===== config.mk =====
export PLATFORM = sky130hd
export DESIGN_NAME = fwd_source_pipe
export DESIGN_NICKNAME = d
export VERILOG_FILES = /design/src/rtl/fwd_pkg.sv /design/src/rtl/fwd_md_tracker.sv /design/src/rtl/fwd_source_pipe.sv
export SDC_FILE = /design/constraint.sdc
export NUM_CORES = 1
export LEC_CHECK = 0
export CORE_MARGIN = 1
export CORE_UTILIZATION = 25
export CTS_BUF_LIST = sky130_fd_sc_hd__clkbuf_8 sky130_fd_sc_hd__clkbuf_16
export DETAILED_ROUTE_END_ITERATION = 8
export PLACE_DENSITY = 0.48
export SETUP_SLACK_MARGIN = 0.4
export SYNTH_ARGS = -nofsm -noshare
export SYNTH_HDL_FRONTEND = slang
export SYNTH_HIERARCHICAL = 1
export SYNTH_SLANG_ARGS = --single-unit

===== constraint.sdc =====
create_clock -name clk -period 2.6 [get_ports clk]
set_input_delay 0.26 -clock clk [delete_from_list [all_inputs] [get_ports clk]]
set_output_delay 0.26 -clock clk [all_outputs]
set_load 0.01 [all_outputs]

===== src/rtl/fwd_pkg.sv =====
// fwd_pkg: shared definitions for the forwarding source pipeline.
//   - MIPS-style register field ranges (rs/rt/rd)
//   - destination class bit positions (FWD_RD/FWD_RT/FWD_31)
//   - register 31 constant
//   - stage payload struct and its bubble value
//   - dst_of(): destination register decode from IR + class bits
package fwd_pkg;

  localparam int RS_HI = 25;
  localparam int RS_LO = 21;
  localparam int RT_HI = 20;
  localparam int RT_LO = 16;
  localparam int RD_HI = 15;
  localparam int RD_LO = 11;

  localparam int FWD_RD = 2;
  localparam int FWD_RT = 1;
  localparam int FWD_31 = 0;

  localparam logic [4:0] REG_31 = 5'd31;

  // Payload carried from D into E.
  typedef struct packed {
    logic [31:0] ir;
    logic [1:0]  ub;
    logic [2:0]  cls;
    logic        ld;
  } stage_t;

  localparam stage_t BUBBLE = '0;

  // Class is one-hot or zero; priority order only matters for illegal input.
  function automatic logic [4:0] dst_of(input logic [31:0] ir, input logic [2:0] cls);
    logic [4:0] d;
    d = 5'd0;
    if (cls[FWD_RD])      d = ir[RD_HI:RD_LO];
    else if (cls[FWD_RT]) d = ir[RT_HI:RT_LO];
    else if (cls[FWD_31]) d = REG_31;
    return d;
  endfunction

endpackage


===== src/rtl/fwd_md_tracker.sv =====
// fwd_md_tracker: mult/div busy counter.
//   clk, resetn : clock, async active-low reset
//   start       : accepted mult/div issue this cycle (already qualified by stall/flush)
//   busy        : counter non-zero
// Only instantiated when FWD_MD_STALL_EN is defined.
module fwd_md_tracker #(
  parameter int MD_LAT = 32
) (
  input  logic clk,
  input  logic resetn,
  input  logic start,
  output logic busy
);

  localparam logic [5:0] LAT = 6'(MD_LAT);

  logic [5:0] count;

  always_ff @(posedge clk or negedge resetn) begin
    if (!resetn) begin
      count <= 6'd0;
    end else if (start) begin
      count <= LAT;
    end else if (count != 6'd0) begin
      count <= count - 6'd1;
    end
  end

  assign busy = (count != 6'd0);

endmodule


===== src/rtl/fwd_source_pipe.sv =====
// fwd_source_pipe: carries instruction word and destination class D->E->M->W
// and produces the producer-side buses for the E-stage forwarding selector.
//   clk, resetn          : clock, async active-low reset
//   IR_D, user_bus_D     : D instruction and its rs/rt read flags
//   forward_bus_D, load_D: D destination class (rd/rt/$31) and load flag
//   md_start_D, md_use_D : D starts mult/div / reads HI-LO
//   flush_E              : squash the instruction entering E
//   IR_E/IR_M/IR_W       : stage instruction registers
//   user_bus_E           : registered read flags of E
//   forward_bus_M/W      : ready-qualified destination classes of M/W
//   stall_D              : hold F/D, bubble into E
//   md_busy              : mult/div unit busy
// Optional feature macro: FWD_MD_STALL_EN (mult/div busy tracking and stall).
//
// Handshake: no valid/ready pair here; stall_D is the only back-pressure and
// it only holds D. E, M and W advance every cycle.
module fwd_source_pipe
  import fwd_pkg::*;
#(
  parameter int MD_LAT = 32
) (
  input  logic        clk,
  input  logic        resetn,
  input  logic [31:0] IR_D,
  input  logic [1:0]  user_bus_D,
  input  logic [2:0]  forward_bus_D,
  input  logic        load_D,
  input  logic        md_start_D,
  input  logic        md_use_D,
  input  logic        flush_E,
  output logic [31:0] IR_E,
  output logic [31:0] IR_M,
  output logic [31:0] IR_W,
  output logic [1:0]  user_bus_E,
  output logic [2:0]  forward_bus_M,
  output logic [2:0]  forward_bus_W,
  output logic        stall_D,
  output logic        md_busy
);

  stage_t      e_q;
  logic [31:0] ir_m, ir_w;
  logic [2:0]  cls_m, cls_w;
  logic        ld_m;

  logic [4:0]  dst_e;
  logic        lu;
  logic        md_stall;

  assign dst_e = dst_of(e_q.ir, e_q.cls);

  // A load in E has no data until M completes; a dependent in D must wait.
  assign lu = e_q.ld && (dst_e != 5'd0) &&
              ((user_bus_D[1] && (IR_D[RS_HI:RS_LO] == dst_e)) ||
               (user_bus_D[0] && (IR_D[RT_HI:RT_LO] == dst_e)));

`ifdef FWD_MD_STALL_EN
  logic md_accept;

  // A stalled or squashed start never reaches E, so it must not load the counter.
  assign md_accept = md_start_D && !stall_D && !flush_E;

  fwd_md_tracker #(.MD_LAT(MD_LAT)) u_md (
    .clk    (clk),
    .resetn (resetn),
    .start  (md_accept),
    .busy   (md_busy)
  );

  assign md_stall = md_busy && (md_use_D || md_start_D);
`else
  logic unused_md;
  assign unused_md = md_start_D | md_use_D;
  assign md_busy   = 1'b0;
  assign md_stall  = 1'b0;
`endif

  assign stall_D = lu || md_stall;

  always_ff @(posedge clk or negedge resetn) begin
    if (!resetn) begin
      e_q   <= BUBBLE;
      ir_m  <= 32'd0;
      cls_m <= 3'd0;
      ld_m  <= 1'b0;
      ir_w  <= 32'd0;
      cls_w <= 3'd0;
    end else begin
      // Stall and flush together still give a single bubble.
      if (stall_D || flush_E) begin
        e_q <= BUBBLE;
      end else begin
        e_q <= '{ir: IR_D, ub: user_bus_D, cls: forward_bus_D, ld: load_D};
      end
      ir_m  <= e_q.ir;
      cls_m <= e_q.cls;
      ld_m  <= e_q.ld;
      ir_w  <= ir_m;
      cls_w <= cls_m;
    end
  end

  assign IR_E          = e_q.ir;
  assign user_bus_E    = e_q.ub;
  assign IR_M          = ir_m;
  assign IR_W          = ir_w;
  // A load's value is not ready in M, so it is not advertised there.
  assign forward_bus_M = ld_m ? 3'b000 : cls_m;
  assign forward_bus_W = cls_w;

endmodule


# --- Yosys cells after proc, flatten, opt, wreduce, memory -nomap -nowiden ---
# Index checks and enable logic that the tools add are counted.
# Widths: inputs -> output; s select.
totals:
  ff_bits: 109
  input_bits: 43
op_classes:
  n_eq_ne: 2
  mux: 5
  reduce_logical: 7
ops:
  columns: ["op", "count"]
  rows:
  - ["$mux 38", 1]
  - ["$mux 5", 3]
  - ["$eq 5x5->1", 2]
  - ["$reduce_bool 5->1", 1]
  - ["$logic_and 1x1->1", 4]
  - ["$mux 3", 1]
  - ["$logic_or 1x1->1", 2]

# --- Logic depth before layout (Yosys ltp) ---
# Gate-level depths: netlist of the first run.
logic_depth:
  word_depth: 9
  mapped_depth: 8
  ltp_nobuf: 5

# --- Worst setup path before layout of the first run ---
# Ideal clock, no wire load.
synth_path:
  path_type: "reg2out"
  start: "reg e_q[2] (netlist name)"
  end: "out stall_D"
  arrival_time_ns: 1.817
  required_time_ns: 2.340
  setup_slack_ns: 0.523
  path_stages_with_launch: 8
  n_path_buf: 2
  cell_sequence: "dfrtp_1 buf_6 mux2_4 o21ai_2 nand4_1 a2111oi_4 buf_4 or2_1"
synth_via:
  elab_chain_cells: 6
  elab_cells_between_ends: 10
  classes_between: "2 x eq/ne; 2 x mux; 6 x reduce/logical"
synth_rtl:
  columns: ["item", "line_no", "rtl"]
  rows:
  - ["start: declaration", "fwd_source_pipe.sv:41", "stage_t e_q;"]
  - ["start signal: assignment", "fwd_source_pipe.sv:93", "e_q <= '{ir: IR_D, ub: user_bus_D, cls: forward_bus_D, ld: load_D};"]
  - ["$mux 5 *", "fwd_pkg.sv:37", "else if (cls[FWD_RT]) d = ir[RT_HI:RT_LO];"]
  - ["$mux 5 *", "fwd_pkg.sv:36", "if (cls[FWD_RD]) d = ir[RD_HI:RD_LO];"]
  - ["$eq 5x5->1 (on tied branches)", "fwd_source_pipe.sv:54, fwd_source_pipe.sv:55", null]
  - ["$logic_and 1x1->1 (on tied branches)", "fwd_source_pipe.sv:54, fwd_source_pipe.sv:55", null]
  - ["$logic_or 1x1->1", "fwd_source_pipe.sv:54", "((user_bus_D[1] && (IR_D[RS_HI:RS_LO] == dst_e)) ||"]
  - ["$logic_and 1x1->1 *", "fwd_source_pipe.sv:53", "assign lu = e_q.ld && (dst_e != 5'd0) &&"]
  - ["end: declaration", "fwd_source_pipe.sv:37", "output logic stall_D,"]
# Mark *: on every way between the ends. The rest lies on a longest branch, timed or not.

# --- Worst setup path in the final report of the first run ---
# Same ends and word-level chain as after synthesis.

==> results of run 1 <==
Yosys cell counts, types with 2 or more instances:
master / instances / area [sq um]
a211o_1: 5 / 43.8
mux2i_1: 2 / 20.0
buf_4: 36 / 270
xnor2_1: 3 / 26.3
inv_1: 2 / 7.51
nand2b_1: 3 / 18.8
nor4b_1: 28 / 245
buf_2: 4 / 20.0
nor2b_1: 5 / 31.3
dfrtp_1: 109 / 2730
nor3b_1: 2 / 15.0
nand2_1: 3 / 11.3
nor4b_2: 10 / 150
buf_6: 2 / 22.5
o211ai_1: 5 / 37.5
mux2_4: 3 / 45.0
nand4_1: 4 / 25.0
nor4_1: 2 / 12.5
clkbuf_1: 7 / 26.3
routing by layer:
| metal | global-route usage, % | part of all wire (%) | vias to the layer above |
|---|---|---|---|
| met4 | 4.34 | 1.3 | 0 |
| met2 | 19.4 | 47 | 94 |
| li1 | - | - | 1080 |
| met1 | 15.7 | 46 | 1193 |
| met3 | 4.06 | 5.7 | 8 |
| met5 | 0 | 0 | - |
timing repair:
action | 4_1_cts | 5_1_grt
hold buffers | 1 | 0
endpoints found under the setup margin | 39 | 39
gates resized for setup | 13 | 1
hold endpoints to repair | 40 | 0
setup buffers | 1 | 0
pin swaps | 6 | 0
cloned | 0 | 0
worst register-to-register path, stage by stage, from the launching register on:
cell and delay (ns):
dfrtp_2 0.47, buf_6 0.15, mux2_4 0.31, o211ai_1 0.17
nand4_1 0.16, a2111oi_4 0.23, buf_4 0.51, nor4b_1 0.12
registers in the layout, indices dropped and copies added, names as in the netlist:
signal         cells
IR_E              32
IR_M              32
IR_W              32
e_q                4
cls_m              3
forward_bus_W      3
user_bus_E         2
ld_m               1
path summary, 6_finish.rpt:
| check | to | from | slack (ns) |
|---|---|---|---|
| max | stall_D | e_q[2] | 0.22 |
| min | IR_W[9] | IR_M[9] | 0.37 |
| max reg2reg | IR_E[0] | e_q[2] | 0.32 |
| min reg2reg | IR_W[9] | IR_M[9] | 0.37 |
| max in group asynchronous | e_q[1] | resetn | 1.45 |
| min in group asynchronous | IR_W[28] | resetn | 0.44 |
metrics by stage:
step / hold slack, ns / util [%] / instance area, sq um
floorplan: -0.0356 / - / 3910
global placement: 0.284 / 35.1 / 5350
detailed placement: 0.290 / 35.1 / 5350
CTS: 0.377 / 37.6 / 5730
global route: 0.382 / 37.6 / 5740
finish: 0.375 / 37.6 / 5740
final cells by class:
| class | count | area, sq um |
|---|---|---|
| inverter | 3 | 11.3 |
| clock inverter | 7 | 121 |
| fill | 1491 | 9520 |
| multi-input combinational | 89 | 838 |
| clock buffer | 9 | 225 |
| timing repair buffer | 156 | 1550 |
| tap | 211 | 264 |
| sequential | 109 | 2730 |
report_power, final:
part           internal, uW  switching, uW
combinational           263            186
clock                   945            626
sequential             1780           49.5
total                  2990            861
cells by family (layout without fill, tap and decap cells):
family,count (synthesis),in the layout,synth area share (%)
buf+inv,53,175,9.35
flops,109,109,69.8
xor+xnor,3,3,0.672
simple gates,63,63,14.1
other cells,1,1,0.0959
mux,6,6,2.24
compound gates,16,16,3.78
==> run metrics, run 1 <==
Crit path required time 2.34 ns; Levels on crit path 7; Setup WS pre-CTS -0.0227 ns; ys flop type dfrtp_1; RePlAce Congestion 0.782; most used cell, CP buf_6; I/O Buffers 145; vias per cell 4.07; Final Routed Wirelength 9.30 mm; detailed placement HPWL 6.50 mm; initial antenna violation count 0; most frequent cells in the layout clkdlybuf4s50_1 (142), dfrtp_1 (106), nor4b_1 (27); Vias 2375; placed cells 566; hold path cells 0; library cells used by synthesis 35; core area 0.0153 sq mm; Antenna diodes 0; # H-tree levels 3; asr flop ratio synth 100%; die extent in x 127 um; reg2reg path depth 7; vias in the first global route 2634; fin crit share 91.7%; total power draw 3850 uW; Synth Net Count 294; Max Clock Skew 0.00539 ns; leading cell type in the layout, fill and taps excluded clkdlybuf4s50_1; die area 0.0161 sq mm; Net count, final 411; worst hold path type flip-flop to flip-flop; global route overflow 0; global-route usage over all layers 12.2%; Final WS setup 0.217 ns; initial core utilization 25.6%; first-pass iteration count of the detailed router 4; first-pass GRT wire length 14.6 mm; CP bufs+invs 2; Setup crit end kind primary output; # setup viols final 0; Final ANT Viol Nets 0; total CTS buffers 9; worst skew pair latency 0.35 ns; min Tclk post-route 2.38 ns; CP startpoint kind flip-flop; worst path cell trace buf_6 -> mux2_4 -> o211ai_1 -> nand4_1 -> a2111oi_4 -> or2_1 -> buf_6; largest net degree at the start of global routing 49; Core Rows 45; flops & latches, synth 109; Post-synth EDFFs 0; Rel. slew slack 40.2%; status finished clean; pins over their slew limit 0; Worst path top cell family by delay flip-flops; synthesized area per cell 15.6 sq um; CTS tree yes; I/O pin total 149; Final Hold Viols 0; Crit Path Category flip-flop to primary output; slowest stage delay, CP 0.47 ns; slowest stage cell, crit path dfrtp_2; post-synth design cell area 0.00391 sq mm; clock slew at reported path FFs 0.07 ns; fin cells 584; setup total negative slack 0 ns; WL/cell 15.9 um; Clock Tree Root clkbuf_16; Peak VDD IR 0.302 mV; Syn-to-layout area delta 46.8%; Starting DRT DRC Count 137; Slew @ Worst Pin 0.898 ns; Leak Pwr 0.00240 uW; clock sinks 109; Crit Path Max Fanout 6; residual DRC count 0; RSZ-0062 raised after global routing true; sequential share of the synthesized area 69.8%; Die H 127 um; fraction of layout cells with a size suffix above 1 14.2%; fmax 420 MHz; Post-Syn Instances 251; PD cells 671 mW/mm^2; Ys Warns 6; max-cap violations 0; Max Buffers Root-to-Sink 2; WP data arrival 2.12 ns
Power figures use the tool's default switching activity.
==> inputs of run 2 (changes only) <==
--- a/config.mk
+++ b/config.mk
@@ -11,6 +11,7 @@
 export DETAILED_ROUTE_END_ITERATION = 8
 export PLACE_DENSITY = 0.48
 export SETUP_SLACK_MARGIN = 0.4
+export SKIP_LAST_GASP = 1
 export SYNTH_ARGS = -nofsm -noshare
 export SYNTH_HDL_FRONTEND = slang
 export SYNTH_HIERARCHICAL = 1
==> constraint.sdc (replaced) <==
create_clock -name clk -period 2.65 [get_ports clk]
set_input_delay 0.265 -clock clk [delete_from_list [all_inputs] [get_ports clk]]
set_output_delay 0.265 -clock clk [all_outputs]
set_load 0.01 [all_outputs]
==> run metrics, run 2 (synthesis gave the netlist of run 1 again) <==
FF-to-FF Start e_q[2]; slowest stage cell, crit path dfrtp_2; reg2reg path depth 6 (-1); Crit Path Category flip-flop to primary output; setup total negative slack 0 ns (unchanged); worst path cell trace nor4b_2 -> o22ai_1 -> nand4_1 -> a2111oi_4 -> or2_1 -> buf_2; status finished clean; Fin Hold WS 0.372 ns (-0.00294 ns); Leak Pwr 0.00240 uW (about the same); placed cells 564 (-0.35%); slowest stage delay, CP 0.49 ns (+0.02 ns); WP data arrival 2.16 ns (+0.04 ns); Syn-to-layout area delta 46.1%; Setup crit end kind primary output; Final ANT Viol Nets 0 (unchanged); Worst path top cell family by delay compound AO/OA/AOI/OAI gates; Slew @ Worst Pin 0.894 ns (-0.00373 ns); hold path cells 0 (unchanged); hold path start cls_m[2]; min Tclk post-route 2.43 ns; Max Buffers Root-to-Sink 2 (unchanged); CP startpoint kind flip-flop; max-cap violations 0 (unchanged); first-pass GRT wire length 14.7 mm (+0.71%); fin cells 583 (-0.17%); I/O pin total 149 (unchanged); final core utilization 37.4% (-0.18 points); global route overflow 0 (unchanged); Clock Tree Root clkbuf_16; total power draw 3650 uW (-5.2%); initial core utilization 25.6% (unchanged); first-pass iteration count of the detailed router 4 (unchanged); Max Clock Skew 0.00439 ns (-0.00100 ns); Vias 2377 (+0.084%); die extent in x 127 um (unchanged); Crit path required time 2.38 ns (+0.04 ns); WL/cell 15.7 um (-1.2%); worst skew pair latency 0.35 ns (about the same); fraction of layout cells with a size suffix above 1 13.7% (-0.50 points); most frequent cells in the layout clkdlybuf4s50_1 (142), dfrtp_1 (107), nor4b_1 (27); pins over their slew limit 0 (unchanged); RSZ-0062 raised after global routing true; total CTS buffers 9 (unchanged); Peak VDD IR 0.367 mV (+21%); CP bufs+invs 1 (-1); # H-tree levels 3 (unchanged); core area 0.0153 sq mm (unchanged); fin crit share 91.7%; largest net degree at the start of global routing 52 (+6.1%); clock slew at reported path FFs 0.07 ns (about the same); reg2reg end IR_E[24]; Starting DRT DRC Count 136 (-0.73%); fmax 412 MHz; CTS tree yes; Antenna diodes 0 (unchanged); Final Hold Viols 0 (unchanged); clock sinks 109 (unchanged); vias in the first global route 2638 (+0.15%); Crit Path Max Fanout 8 (+2); r2r setup slk 0.34 ns (+0.02 ns); RePlAce Congestion 0.772 (-1.3%); Rel. slew slack 40.4% (+0.25 points); residual DRC count 0 (unchanged); Final Routed Wirelength 9.17 mm (-1.3%); Die H 127 um (unchanged); leading cell type in the layout, fill and taps excluded clkdlybuf4s50_1; Core Rows 45 (unchanged); # setup viols final 0 (unchanged); hold path endpoint forward_bus_W[2]; global-route usage over all layers 12.2% (-0.048 points); I/O Buffers 145 (unchanged); PD cells 639 mW/mm^2 (-4.8%); vias per cell 4.08 (+0.26%); detailed placement HPWL 6.31 mm (-2.9%); die area 0.0161 sq mm (unchanged); worst hold path type flip-flop to flip-flop; Net count, final 410 (-0.24%); initial antenna violation count 0 (unchanged)
[run 2: through the flow]
| stage | instance area (sq um) | setup WS, ns |
|---|---|---|
| finish | 5710 | 0.220 |
| global route | 5710 | 0.119 |
| CTS | 5700 | 0.206 |
| detailed placement | 5340 | 0.0120 |
| global placement | 5340 | 0.0713 |
| floorplan | 3910 | 0.568 |
[run 2: routing by layer]
layer	share of wire (%)	GRT usage (%)
met5	0	0
met4	2.2	6.23
met3	4.9	2.89
met2	48	19.2
met1	45	15.7
[run 2: worst max path at each step]
stage	from	end	slack (ns)	depth (start not counted)
after floorplan	e_q[2]	stall_D	0.57	7
after global placement	e_q[2]	stall_D	0.07	6
after detailed placement	e_q[2]	stall_D	0.01	6
after CTS	e_q[2]	stall_D	0.21	6
after global routing	e_q[2]	stall_D	0.12	6
final	e_q[2]	stall_D	0.22	6
[run 2: where the power goes]
part	total (uW)	internal, uW	switching [uW]
Combinational	439	257	182
Sequential	1800	1750	49.6
Clock	1410	834	578
Total	3650	2840	809
[run 2: final cells by class]
type	instances	area, sq um
multi-input combinational	89	853
tap	211	264
inverter	3	11.3
fill	1482	9550
sequential	109	2730
timing repair buffer	155	1530
clock inverter	3	42.5
clock buffer	13	280
[run 2: repair_timing]
action                                  in CTS  in global routing
cloned                                       0                  0
endpoints found under the setup margin      39                 39
buffers inserted                             2                  0
pin swaps                                    4                  0
hold buffers                                 1                  0
gates resized for setup                      9                  2
hold endpoints to repair                    49                  0
==> inputs of run 3 (changes only) <==
==> constraint.sdc (replaced) <==
create_clock -name clk -period 3.1 [get_ports clk]
set_input_delay 0.31 -clock clk [delete_from_list [all_inputs] [get_ports clk]]
set_output_delay 0.31 -clock clk [all_outputs]
set_load 0.01 [all_outputs]
==> run metrics, run 3 (synthesis gave the netlist of run 1 again) <==
die area 0.0161 sq mm (unchanged); CP startpoint kind flip-flop; global route overflow 0 (unchanged); Final Routed Wirelength 9.46 mm (+3.1%); setup total negative slack 0 ns (unchanged); post-route cell area 0.00573 sq mm (+0.26%); FF-to-FF Start e_q[2]; Starting DRT DRC Count 129 (-5.1%); PD cells 546 mW/mm^2 (-15%); r2r setup slk 0.76 ns (+0.42 ns); Crit Path Category flip-flop to primary output; # H-tree levels 3 (unchanged); die extent in x 127 um (unchanged); worst skew pair latency 0.34 ns (about the same); Core Rows 45 (unchanged); Vias 2380 (+0.13%); first-pass iteration count of the detailed router 4 (unchanged); core area 0.0153 sq mm (unchanged); clock sinks 109 (unchanged); Slew @ Worst Pin 0.897 ns (+0.00304 ns); Crit Path Max Fanout 5 (-3); worst hold path type input pin to async pin; leading cell type in the layout, fill and taps excluded clkdlybuf4s50_1; largest net degree at the start of global routing 61 (+17%); Setup crit end kind primary output; pins over their slew limit 0 (unchanged); Net count, final 411 (+0.24%); RePlAce Congestion 0.760 (-1.6%); Die H 127 um (unchanged); Final Hold Viols 18 (+18); clock slew at reported path FFs 0.07 ns (about the same); first-pass GRT wire length 14.5 mm (-1.6%); reg2reg end IR_E[31]; Antenna diodes 0 (unchanged); global-route usage over all layers 12.1% (-0.11 points); fraction of layout cells with a size suffix above 1 14.7% (+1.0 points); reg2reg path depth 7 (+1); Leak Pwr 0.00242 uW (+0.74%); max-cap violations 0 (unchanged); min Tclk post-route 2.51 ns; vias in the first global route 2573 (-2.5%); WL/cell 16.2 um (+2.9%); fin crit share 81.1%; Max Buffers Root-to-Sink 2 (unchanged); Rel. slew slack 40.2% (-0.20 points); status complete, but fails checks; most frequent cells in the layout clkdlybuf4s50_1 (142), dfrtp_1 (107), nor4b_1 (26); initial antenna violation count 0 (unchanged); Max Clock Skew 0.00304 ns (-0.00135 ns); Fin Hold WS -0.00928 ns (-0.381 ns); residual DRC count 0 (unchanged); # setup viols final 0 (unchanged); WP data arrival 2.20 ns (+0.04 ns); fmax 398 MHz; total CTS buffers 9 (unchanged); CTS tree yes; detailed placement HPWL 6.25 mm (-0.85%); I/O pin total 149 (unchanged); Clock Tree Root clkbuf_16; Crit path required time 2.79 ns (+0.41 ns); Syn-to-layout area delta 46.5%; Final ANT Viol Nets 0 (unchanged); vias per cell 4.08 (about the same); failing checks hold timing; initial core utilization 25.6% (unchanged); Peak VDD IR 0.240 mV (-35%); placed cell area 0.00531 sq mm (-0.42%); RSZ-0062 raised after global routing false; I/O Buffers 145 (unchanged)
## run 3: cell types whose count changed in the layout (fill, tap and decap cells not counted), sizes merged
| cell | change |
|---|---|
| dlygate4sd3 | -1 |
| buf | +1 |
| clkbuf | +1 |
## run 3: critical path, cell delays in order, from the launching register on
cell and delay, ns:
dfrtp_2 0.40, buf_4 0.17, mux2_4 0.32, o21ai_4 0.14
nand4_1 0.16, a2111oi_4 0.33, or2_1 0.19, buf_2 0.14
## run 3: area by class of cell
cell class / count / area (sq um)
timing repair buffer: 156 / 1530
multi-input combinational: 89 / 866
clock inverter: 3 / 42.5
sequential: 109 / 2730
tap: 211 / 264
fill: 1476 / 9530
clock buffer: 13 / 280
inverter: 3 / 11.3
## run 3: how the worst max path moves through the flow
stage / from / depth (start not counted) / end
6_report: e_q[2] / 7 / stall_D
5_1_grt: e_q[2] / 7 / stall_D
4_1_cts: e_q[2] / 7 / stall_D
3_5_place_dp: e_q[2] / 6 / stall_D
3_3_place_gp: e_q[3] / 6 / stall_D
2_1_floorplan: e_q[2] / 7 / stall_D
## run 3: metrics by stage
stage          total power [uW]  util, %  instances  setup WS [ns]
2_1_floorplan              1710        -        251          0.973
3_3_place_gp               1930     34.8        561          0.440
3_5_place_dp               1940     34.8        561          0.409
6_report                   3120     37.5        584          0.587
4_1_cts                    3170     37.3        584          0.406
5_1_grt                    3270     37.5        584          0.471
## run 3: metal layers
layer / routed length [um] / vias up / global-route usage, %
met4: 161 / 0 / 5.88
li1: - / 1082 / -
met2: 4710 / 90 / 19.6
met3: 484 / 10 / 2.64
met5: 0 / - / 0
met1: 4110 / 1198 / 15.3
## run 3: where the power goes
part	leakage (uW)	internal [uW]	switching, uW	total [uW]
Combinational	0.000852	221	158	378
Clock	0.000163	713	494	1210
Sequential	0.00140	1500	41.8	1540
Total	0.00242	2430	694	3120
## run 3: repair_timing
| item | 4_1_cts | 5_1_grt |
|---|---|---|
| cloned | 0 | 0 |
| resized for setup | 5 | 9 |
| hold buffers | 0 | 0 |
| buffers inserted | 7 | 0 |
| setup endpoints to repair | 1 | 1 |
| pin swaps | 3 | 3 |
